### src/rtl/spectrum_line_feeder.sv
// spectrum_line_feeder
//   Producer side of the LCD spectrum handshake. One FFT magnitude frame is
//   captured into the write bank while the renderer reads bars from the read
//   bank. The banks swap only when the display wraps from the last point to
//   point 0, so a displayed frame is never mixed.
//   Optional build macro: PEAK_HOLD_EN adds per-bin peak hold with decay.
module spectrum_line_feeder #(
    parameter int POINT_NUM  = 128,
    parameter int H_LCD_DISP = 480,
    parameter int MAG_SHIFT  = 0,
    parameter int DECAY      = 2
) (
    input  logic        lcd_clk,
    input  logic        sys_rst_n,
    input  logic        fft_valid,
    input  logic        fft_sop,
    input  logic [15:0] fft_mag,
    input  logic        data_req,
    input  logic        wr_over,
    output logic [6:0]  line_cnt,
    output logic [15:0] line_length,
    output logic        frame_drop
);
    localparam int          AW      = (POINT_NUM > 1) ? $clog2(POINT_NUM) : 1;
    localparam logic [6:0]  LAST_PT = 7'(POINT_NUM - 1);
    localparam logic [15:0] MAX_LEN = 16'(H_LCD_DISP - 1);

    typedef enum logic [1:0] {ST_IDLE, ST_FILL, ST_DONE} wr_state_t;

    wr_state_t   state_q, state_d;
    logic [6:0]  wr_addr_q, wr_addr_d;
    logic        wr_bank_q, wr_bank_d;
    logic        rd_bank_q, rd_bank_d;
    logic        ready_q, ready_d;
    logic        shown_valid_q, shown_valid_d;   // read bank holds a real frame
    logic [6:0]  line_cnt_q, line_cnt_d;
    logic [15:0] line_length_q, line_length_d;
    logic        frame_drop_q, frame_drop_d;
    logic        req_q, req_d;                   // read pipeline stage-1 valid
    logic        rd_ok_q, rd_ok_d;               // the read in flight hit a real frame

    logic          mem_we;
    logic [AW-1:0] mem_waddr;
    logic [15:0]   mem [0:2*POINT_NUM-1];
    logic [15:0]   mem_rd_data;

    logic [15:0] mag_sel;
    logic [15:0] shifted;
    logic [15:0] len_clamped;

`ifdef PEAK_HOLD_EN
    localparam logic [15:0] DECAY_W = 16'(DECAY);
    logic [15:0] peak_q [POINT_NUM];
    logic [15:0] peak_cur;
    logic [15:0] peak_d;
    logic [6:0]  rd_idx_q, rd_idx_d;
`endif

    // Write FSM, display advance and bank swap
    always_comb begin
        state_d       = state_q;
        wr_addr_d     = wr_addr_q;
        wr_bank_d     = wr_bank_q;
        rd_bank_d     = rd_bank_q;
        ready_d       = ready_q;
        shown_valid_d = shown_valid_q;
        line_cnt_d    = line_cnt_q;
        frame_drop_d  = 1'b0;
        mem_we        = 1'b0;
        mem_waddr     = '0;

        case (state_q)
            ST_FILL: begin
                if (fft_valid) begin
                    mem_we = 1'b1;
                    if (fft_sop) begin
                        // a new sop abandons the short frame without a drop pulse
                        mem_waddr = '0;
                        wr_addr_d = 7'd1;
                    end else begin
                        mem_waddr = wr_addr_q[AW-1:0];
                        if (wr_addr_q == LAST_PT) begin
                            ready_d = 1'b1;
                            state_d = ST_DONE;
                        end else begin
                            wr_addr_d = wr_addr_q + 7'd1;
                        end
                    end
                end
            end
            default: begin
                // IDLE and DONE only react to a start of frame
                if (fft_valid && fft_sop) begin
                    if (ready_q) begin
                        frame_drop_d = 1'b1;
                        state_d      = ST_IDLE;
                    end else begin
                        mem_we    = 1'b1;
                        mem_waddr = '0;
                        wr_addr_d = 7'd1;
                        state_d   = ST_FILL;
                    end
                end
            end
        endcase

        // ready_q is only 1 outside FILL, so this never collides with the set above
        if (wr_over) begin
            if (line_cnt_q < LAST_PT) begin
                line_cnt_d = line_cnt_q + 7'd1;
            end else begin
                line_cnt_d = '0;
                if (ready_q) begin
                    wr_bank_d     = ~wr_bank_q;
                    rd_bank_d     = ~rd_bank_q;
                    ready_d       = 1'b0;
                    shown_valid_d = 1'b1;
                end
            end
        end
    end

    // Frame banks: write port from the FFT side, registered read for the renderer
    always_ff @(posedge lcd_clk) begin
        if (mem_we) begin
            mem[{wr_bank_q, mem_waddr}] <= fft_mag;
        end
        if (data_req) begin
            mem_rd_data <= mem[{rd_bank_q, line_cnt_q[AW-1:0]}];
        end
    end

    // Read stage 1: scale, clamp and optionally apply peak hold
    always_comb begin
        req_d       = data_req;
        rd_ok_d     = data_req ? shown_valid_q : rd_ok_q;
        mag_sel     = rd_ok_q ? mem_rd_data : 16'd0;
        shifted     = mag_sel >> MAG_SHIFT;
        len_clamped = (shifted > MAX_LEN) ? MAX_LEN : shifted;
`ifdef PEAK_HOLD_EN
        rd_idx_d = data_req ? line_cnt_q : rd_idx_q;
        peak_cur = peak_q[rd_idx_q[AW-1:0]];
        if (len_clamped >= peak_cur) begin
            peak_d = len_clamped;
        end else if (peak_cur >= DECAY_W) begin
            peak_d = peak_cur - DECAY_W;
        end else begin
            peak_d = 16'd0;
        end
        line_length_d = req_q ? peak_d : line_length_q;
`else
        line_length_d = req_q ? len_clamped : line_length_q;
`endif
    end

`ifdef PEAK_HOLD_EN
    // Peak table: one entry updated per completed read
    always_ff @(posedge lcd_clk or negedge sys_rst_n) begin
        if (!sys_rst_n) begin
            for (int i = 0; i < POINT_NUM; i++) begin
                peak_q[i] <= '0;
            end
            rd_idx_q <= '0;
        end else begin
            rd_idx_q <= rd_idx_d;
            if (req_q) begin
                peak_q[rd_idx_q[AW-1:0]] <= peak_d;
            end
        end
    end
`endif

    // Control and output registers
    always_ff @(posedge lcd_clk or negedge sys_rst_n) begin
        if (!sys_rst_n) begin
            state_q       <= ST_IDLE;
            wr_addr_q     <= '0;
            wr_bank_q     <= 1'b0;
            rd_bank_q     <= 1'b1;
            ready_q       <= 1'b0;
            shown_valid_q <= 1'b0;
            line_cnt_q    <= '0;
            line_length_q <= '0;
            frame_drop_q  <= 1'b0;
            req_q         <= 1'b0;
            rd_ok_q       <= 1'b0;
        end else begin
            state_q       <= state_d;
            wr_addr_q     <= wr_addr_d;
            wr_bank_q     <= wr_bank_d;
            rd_bank_q     <= rd_bank_d;
            ready_q       <= ready_d;
            shown_valid_q <= shown_valid_d;
            line_cnt_q    <= line_cnt_d;
            line_length_q <= line_length_d;
            frame_drop_q  <= frame_drop_d;
            req_q         <= req_d;
            rd_ok_q       <= rd_ok_d;
        end
    end

    assign line_cnt    = line_cnt_q;
    assign line_length = line_length_q;
    assign frame_drop  = frame_drop_q;

endmodule
### config.mk
export PLATFORM = sky130hd
export DESIGN_NAME = spectrum_line_feeder
export DESIGN_NICKNAME = d
export VERILOG_FILES = /design/src/rtl/spectrum_line_feeder.sv
export SDC_FILE = /design/constraint.sdc
export NUM_CORES = 2
export LEC_CHECK = 0
export BUFFER_PORTS_ARGS = -buffer_cell sky130_fd_sc_hd__buf_2
export CAP_MARGIN = 0
export CORE_ASPECT_RATIO = 1.2
export CORE_MARGIN = 5
export CORE_UTILIZATION = 40
export CTS_CLUSTER_DIAMETER = 200
export CTS_CLUSTER_SIZE = 20
export DETAILED_ROUTE_END_ITERATION = 8
export GPL_TIMING_DRIVEN = 0
export HOLD_SLACK_MARGIN = 0.15
export PLACE_DENSITY_LB_ADDON = 0.2
export SYNTH_ARGS = -nofsm -noshare
export SYNTH_HDL_FRONTEND = slang
export SYNTH_SLANG_ARGS = --single-unit
export TNS_END_PERCENT = 100
### constraint.sdc
create_clock -name lcd_clk -period 2.9 [get_ports lcd_clk]
set_input_delay 0.145 -clock lcd_clk [delete_from_list [all_inputs] [get_ports lcd_clk]]
set_output_delay 0.145 -clock lcd_clk [all_outputs]
set_load 0.005 [all_outputs]
== Word-level counts from Yosys, hierarchy flattened ==
Memories as Yosys holds them, arrays and structs flattened. A register that Yosys moved wholly into a read port is not among the register bits.
Index checks and enable logic that the tools add are counted.

* Register bits: 39
* Word-level logic and storage cells: 65
* RAM bits: 4096
* Input bits: 22
* Memories kept: 1
* Output and inout bits: 24

* Equal/unequal tests: 7
* Muxes and demuxes: 34
* $lt $le $gt $ge: 2
* Reductions and logical operators: 5
* Add/sub/neg operators: 2
* Bitwise logic cells: 3

{| class="wikitable"
|+ Memories
! memory !! depth !! width !! rd ports !! clocked after Yosys merged registers in !! write ports !! line !! source
|-
| mem || 256 || 16 || 1 || 1 || 1 || 44 || <nowiki>logic [15:0] mem [0:2*POINT_NUM-1];</nowiki>
|}

{| class="wikitable"
|+ Operators by type and width
! kind !! number
|-
| 7-bit two-way mux || 10
|-
| 16-bit two-way mux || 2
|-
| 1-bit two-way mux || 17
|-
| 16-bit by 9-bit > comparator with 1-bit output (second input constant) || 1
|-
| 7-bit by 1-bit adder with 7-bit output (second input constant) || 2
|-
| 2-bit two-way mux || 5
|-
| 4-bit AND reduction || 2
|-
| 7-bit equality test (second input constant) || 1
|-
| 7-bit < comparator (second input constant) || 1
|-
| 2-bit inequality test (second input constant) || 3
|-
| 3-bit inequality test (second input constant) || 1
|-
| 1-bit inverter || 3
|-
| 3-bit AND reduction || 1
|-
| 2-bit by 1-bit equality test with 1-bit output (second input constant) || 1
|-
| 2-bit by 1-bit inequality test with 1-bit output (second input constant) || 1
|-
| 2-bit nonzero test || 1
|-
| 1-bit logical AND || 1
|}

== Depth between registers and ports, before layout ==
* Word-level depth: 8
* Gate-level depth with buffers: 12
* Depth with buffers taken out: 7

== Worst setup path before layout ==
No wires, ideal clock.

* Path kind: register to register
* Start point: register state_q[1]
* End point: memory mem[209][0], enable pin
* Arrival: 2.457 ns
* Buffers on the path: 2
* Setup slack: 0.054 ns
* Stages on the path, launching flop included: 9
* Setup time: 0.388 ns
* Data required time: 2.512 ns
* Clock period less this slack: 2.846 ns
* Cell sequence: dfrtp_1 -> nor3b_2 -> and2_0 -> clkbuf_1 -> nand2_1 -> nor2_1 -> nand3_1 -> clkbuf_1 -> nor2_1

* Cells in the longest elaborated chain, start to end: 4

{| class="wikitable"
|+ Ends and longest elaborated chain
! what !! line !! source
|-
| start, declared || 30 || <nowiki>wr_state_t state_q, state_d;</nowiki>
|-
| start signal, assigned || 188 || <nowiki>state_q <= state_d;</nowiki>
|-
| 2-bit by 1-bit equality test with 1-bit output * || 72 || <nowiki>case (state_q)</nowiki>
|-
| 1-bit two-way mux || 72 ||
|-
| 1-bit two-way mux || 125 || <nowiki>if (mem_we) begin</nowiki>
|-
| 1-bit two-way mux (not written as such) || 126 || <nowiki>mem[{wr_bank_q, mem_waddr}] <= fft_mag;</nowiki>
|-
| end, declared || 44 ||
|}

Every way passes the cells marked *; elsewhere a longest branch is shown, timed or not.

==> results.yml <==
global_route:
  grt_usage: 0.2865
  grt_antenna_before_repair: 49
  grt_pass1_wl_um: 784900
  grt_max_degree: 169
  grt_overflow_total: 0
  grt_pass1_vias: 82950
cts:
  cts_root_buffer: "clkbuf_16"
  clk_latency_ns: 1.01
  clockBufferDepth: 4
  cts_sinks: 4151
  path_clk_slew_ns: 0.11
  cts_tree: "yes"
  htreeDepth: 4
  cts_buffers: 229
layout:
  drive_gt1_frac: 0.3399
  multi_input_area_um2: 37570
  postLayoutCellArea_um2: 189400
  regArea_um2: 124500
  fillerInstances: 32560
  num-nets-final: 8243
  area_delta_synth_final_pct: 18.48
logic_synthesis:
  synth_area_per_cell_um2: 21.69
  synth_top_cell_by_area: "edfxtp_1"
  ys_ff_latch: 4151
  syn-cell-area_um2: 159800
  ys_types: 66
  synthFlopType: "edfxtp_1"
  ys_top_cells_by_count: "edfxtp_1, mux4_2, mux2i_1, nor2_1, clkbuf_1"
  postSynthCellCount: 7368
  synth_fp_nets: 7392
  synth_top_area_share: 0.7726
  synth_edf_count: 4112
  synthTopCellsByArea: "edfxtp_1, mux4_2, mux2i_1, a221oi_1, nor2_1"
  synth_most_common_cell: "edfxtp_1"
  synthArstFlopShare: 0.009395
  ys_seq_area_frac: 0.7787
  ys_warn_count: 0
timing:
  setup-violations-final: 640
  max_slew_margin: -0.06012
  drv_slew: 11
  fin_crit_ns: 3.573
  tightest_slew_ns: 1.590
  hold_viol: 0
  clock.fmax_mhz: 279.9
  final.period_utilization: 1.232
  worst_slack_ns: -0.6728
  tns_ns: -40.75
  fin_skew_ns: 0.06432
  grt_setup_unrepaired: "yes"
routing:
  drtAntennaViolNets: 0
  vias: 85570
  wl_per_cell_um: 44.56
  drtPass1Iterations: 9
  remaining_drc_errors: 0
  wl_um: 604300
  drt_iter0_markers: 13180
  viasPerCell: 6.310
floorplan:
  fp.dieW_um: 587.0
  core-area_um2: 398500
  dieHeight_um: 702.4
  start_util: 0.4010
  rows: 254
  pin_count: 46
  design.die.area_um2: 412400
placement:
  io_buffer_count: 45
  place_congestion: 1.003
  place_area_um2: 172900
  hpwl_um: 419700
  pre_cts_ws_ns: -3.415
setup_path:
  r2r_start: "line_cnt[4]$_DFFE_PN0P_"
  crit_cells: 7
  rrSetupSlack_ns: -0.67
  path_buf_inv: 4
  r2r-end: "mem_rd_data[6]$_DFFE_PP_"
  cp_cell_sequence: "clkbuf_4 > clkbuf_4 > clkbuf_8 > clkbuf_4 > a32oi_4 > o31ai_4 > o22ai_1"
  critPathCapture: "mem_rd_data[6]$_DFFE_PP_"
  critPathMostFrequentCell: "clkbuf_4"
  cp_top_family: "buffers and inverters"
  cp-end-kind: "flip-flop"
  crit_required_ns: 3.62
  crit_start: "line_cnt[4]$_DFFE_PN0P_"
  crit_fanout: 10
  reg2reg_depth: 7
  max_stage_delay_ns: 0.55
  worstSetupPathType: "reg2reg"
  critPathArrivalTime_ns: 4.29
  cp-start-kind: "flip-flop"
  slowest_stage: "dfrtp_2"
pwr:
  power_density_nw_per_um2: 935.0
  vdd_drop_max_mv: 0.7195
  p_leak_nw: 59.32
job:
  maxCapViolations: 1
outcome:
  violations: "max-capacitance violations, max-slew violations, negative setup slack"
  status: "finished, violations left"
min_path:
  min_path_type: "in2reg"
==> registers in the layout (all words and copies together), names as in the netlist, 2 cells and up <==
| name | count |
|---|---|
| line_length | 16 |
| mem | 4096 |
| mem_rd_data | 16 |
| line_cnt | 7 |
| wr_addr_q | 7 |
| state_q | 2 |
==> area by class of cell <==
| type | count | share of cell area |
|---|---|---|
| multi-input cells | 2772 | 0.1984 |
| inverters | 6 | 0.0001322 |
| repair buffers | 626 | 0.04708 |
| clock inverters | 11 | 0.001302 |
| flip-flops and latches | 4151 | 0.6573 |
| plain buffers | 433 | 0.02909 |
| well taps | 5248 | 0.03468 |
| diodes | 17 | 0.0002247 |
| clock buffers | 297 | 0.03184 |
==> per-layer routing <==
metal | vias up | track usage | part of all wire
li1 | 32600 | - | -
met1 | 46160 | 0.3564 | 0.35
met2 | 5454 | 0.4411 | 0.46
met3 | 1335 | 0.06866 | 0.10
met4 | 18 | 0.2077 | 0.091
met5 | - | 0 | 0.00017
==> what timing repair did <==
item / in CTS / in global routing
cloned: 4 / 6
setup buffers: 81 / 182
endpoints found under the hold margin: 4161 / 0
pin swaps: 74 / 108
gates resized for setup: 1393 / 384
hold buffers: 37 / 0
endpoints found under the setup margin: 4122 / 3925
==> stage by stage <==
stage | utilization | hold slack [ns] | total power [mW] | std cells
finish | 0.4752 | 0.2070 | 177.1 | 13560
global route | 0.4751 | 0.1951 | 179.0 | 13550
CTS | 0.4670 | 0.1512 | 172.2 | 13360
detailed placement | 0.4339 | 0.3926 | 129.6 | 12930
global placement | 0.4181 | 0.4355 | 129.3 | 12660
floorplan | - | -0.1506 | 97.17 | 7368
==> worst min path at each step <==
stage | from | to | cells after the start
floorplan | sys_rst_n | frame_drop$_DFF_PN0_ | 0
global placement | wr_over | line_cnt[0]$_DFFE_PN0P_ | 2
detailed placement | fft_mag[2] | mem[222][2]$_DFFE_PP_ | 1
CTS | data_req | req_q$_DFF_PN0_ | 2
global route | wr_over | line_cnt[0]$_DFFE_PN0P_ | 3
finish | fft_mag[15] | mem[149][15]$_DFFE_PP_ | 2
==> cell usage in the layout (no fill, tap or decap), types with 44 or more instances in the layout <==
cell type and count:
mux2_2 80, clkbuf_16 241, clkbuf_4 54, a22oi_1 106, buf_12 108, buf_8 247
a21oi_1 89, edfxtp_1 4112, buf_4 269, o21ai_0 52, nor2_2 75, nor2_4 194
clkbuf_1 80, a221oi_1 106, buf_6 64, mux2i_1 491, nand2_1 84, mux4_2 838
buf_16 142, nor2b_1 44
==> logic make-up (layout without fill, tap and decap cells) <==
kind of cell,count (synthesis),after routing,share of synthesized area
fa+ha+maj,2,2,0.0001565
compound gates,767,767,0.03351
mux,1462,1462,0.1578
simple gates,531,531,0.01433
other cells,0,17,0
buf+inv,445,1373,0.01492
xor+xnor,10,10,0.0005480
flops,4151,4151,0.7787
==> power breakdown <==
part / switching, mW / internal, mW
registers: 0.291 / 66.2
clock network: 19.5 / 14.6
logic: 49.3 / 27.2
==> worst register-to-register path, cell delays in order, from the launching register on <==
cell and delay (ns):
dfrtp_2 0.55, clkbuf_4 0.39, clkbuf_4 0.48, clkbuf_8 0.39
clkbuf_4 0.48, a32oi_4 0.32, o31ai_4 0.53, o22ai_1 0.14
Note: power is estimated with default switching activity, not from simulation.
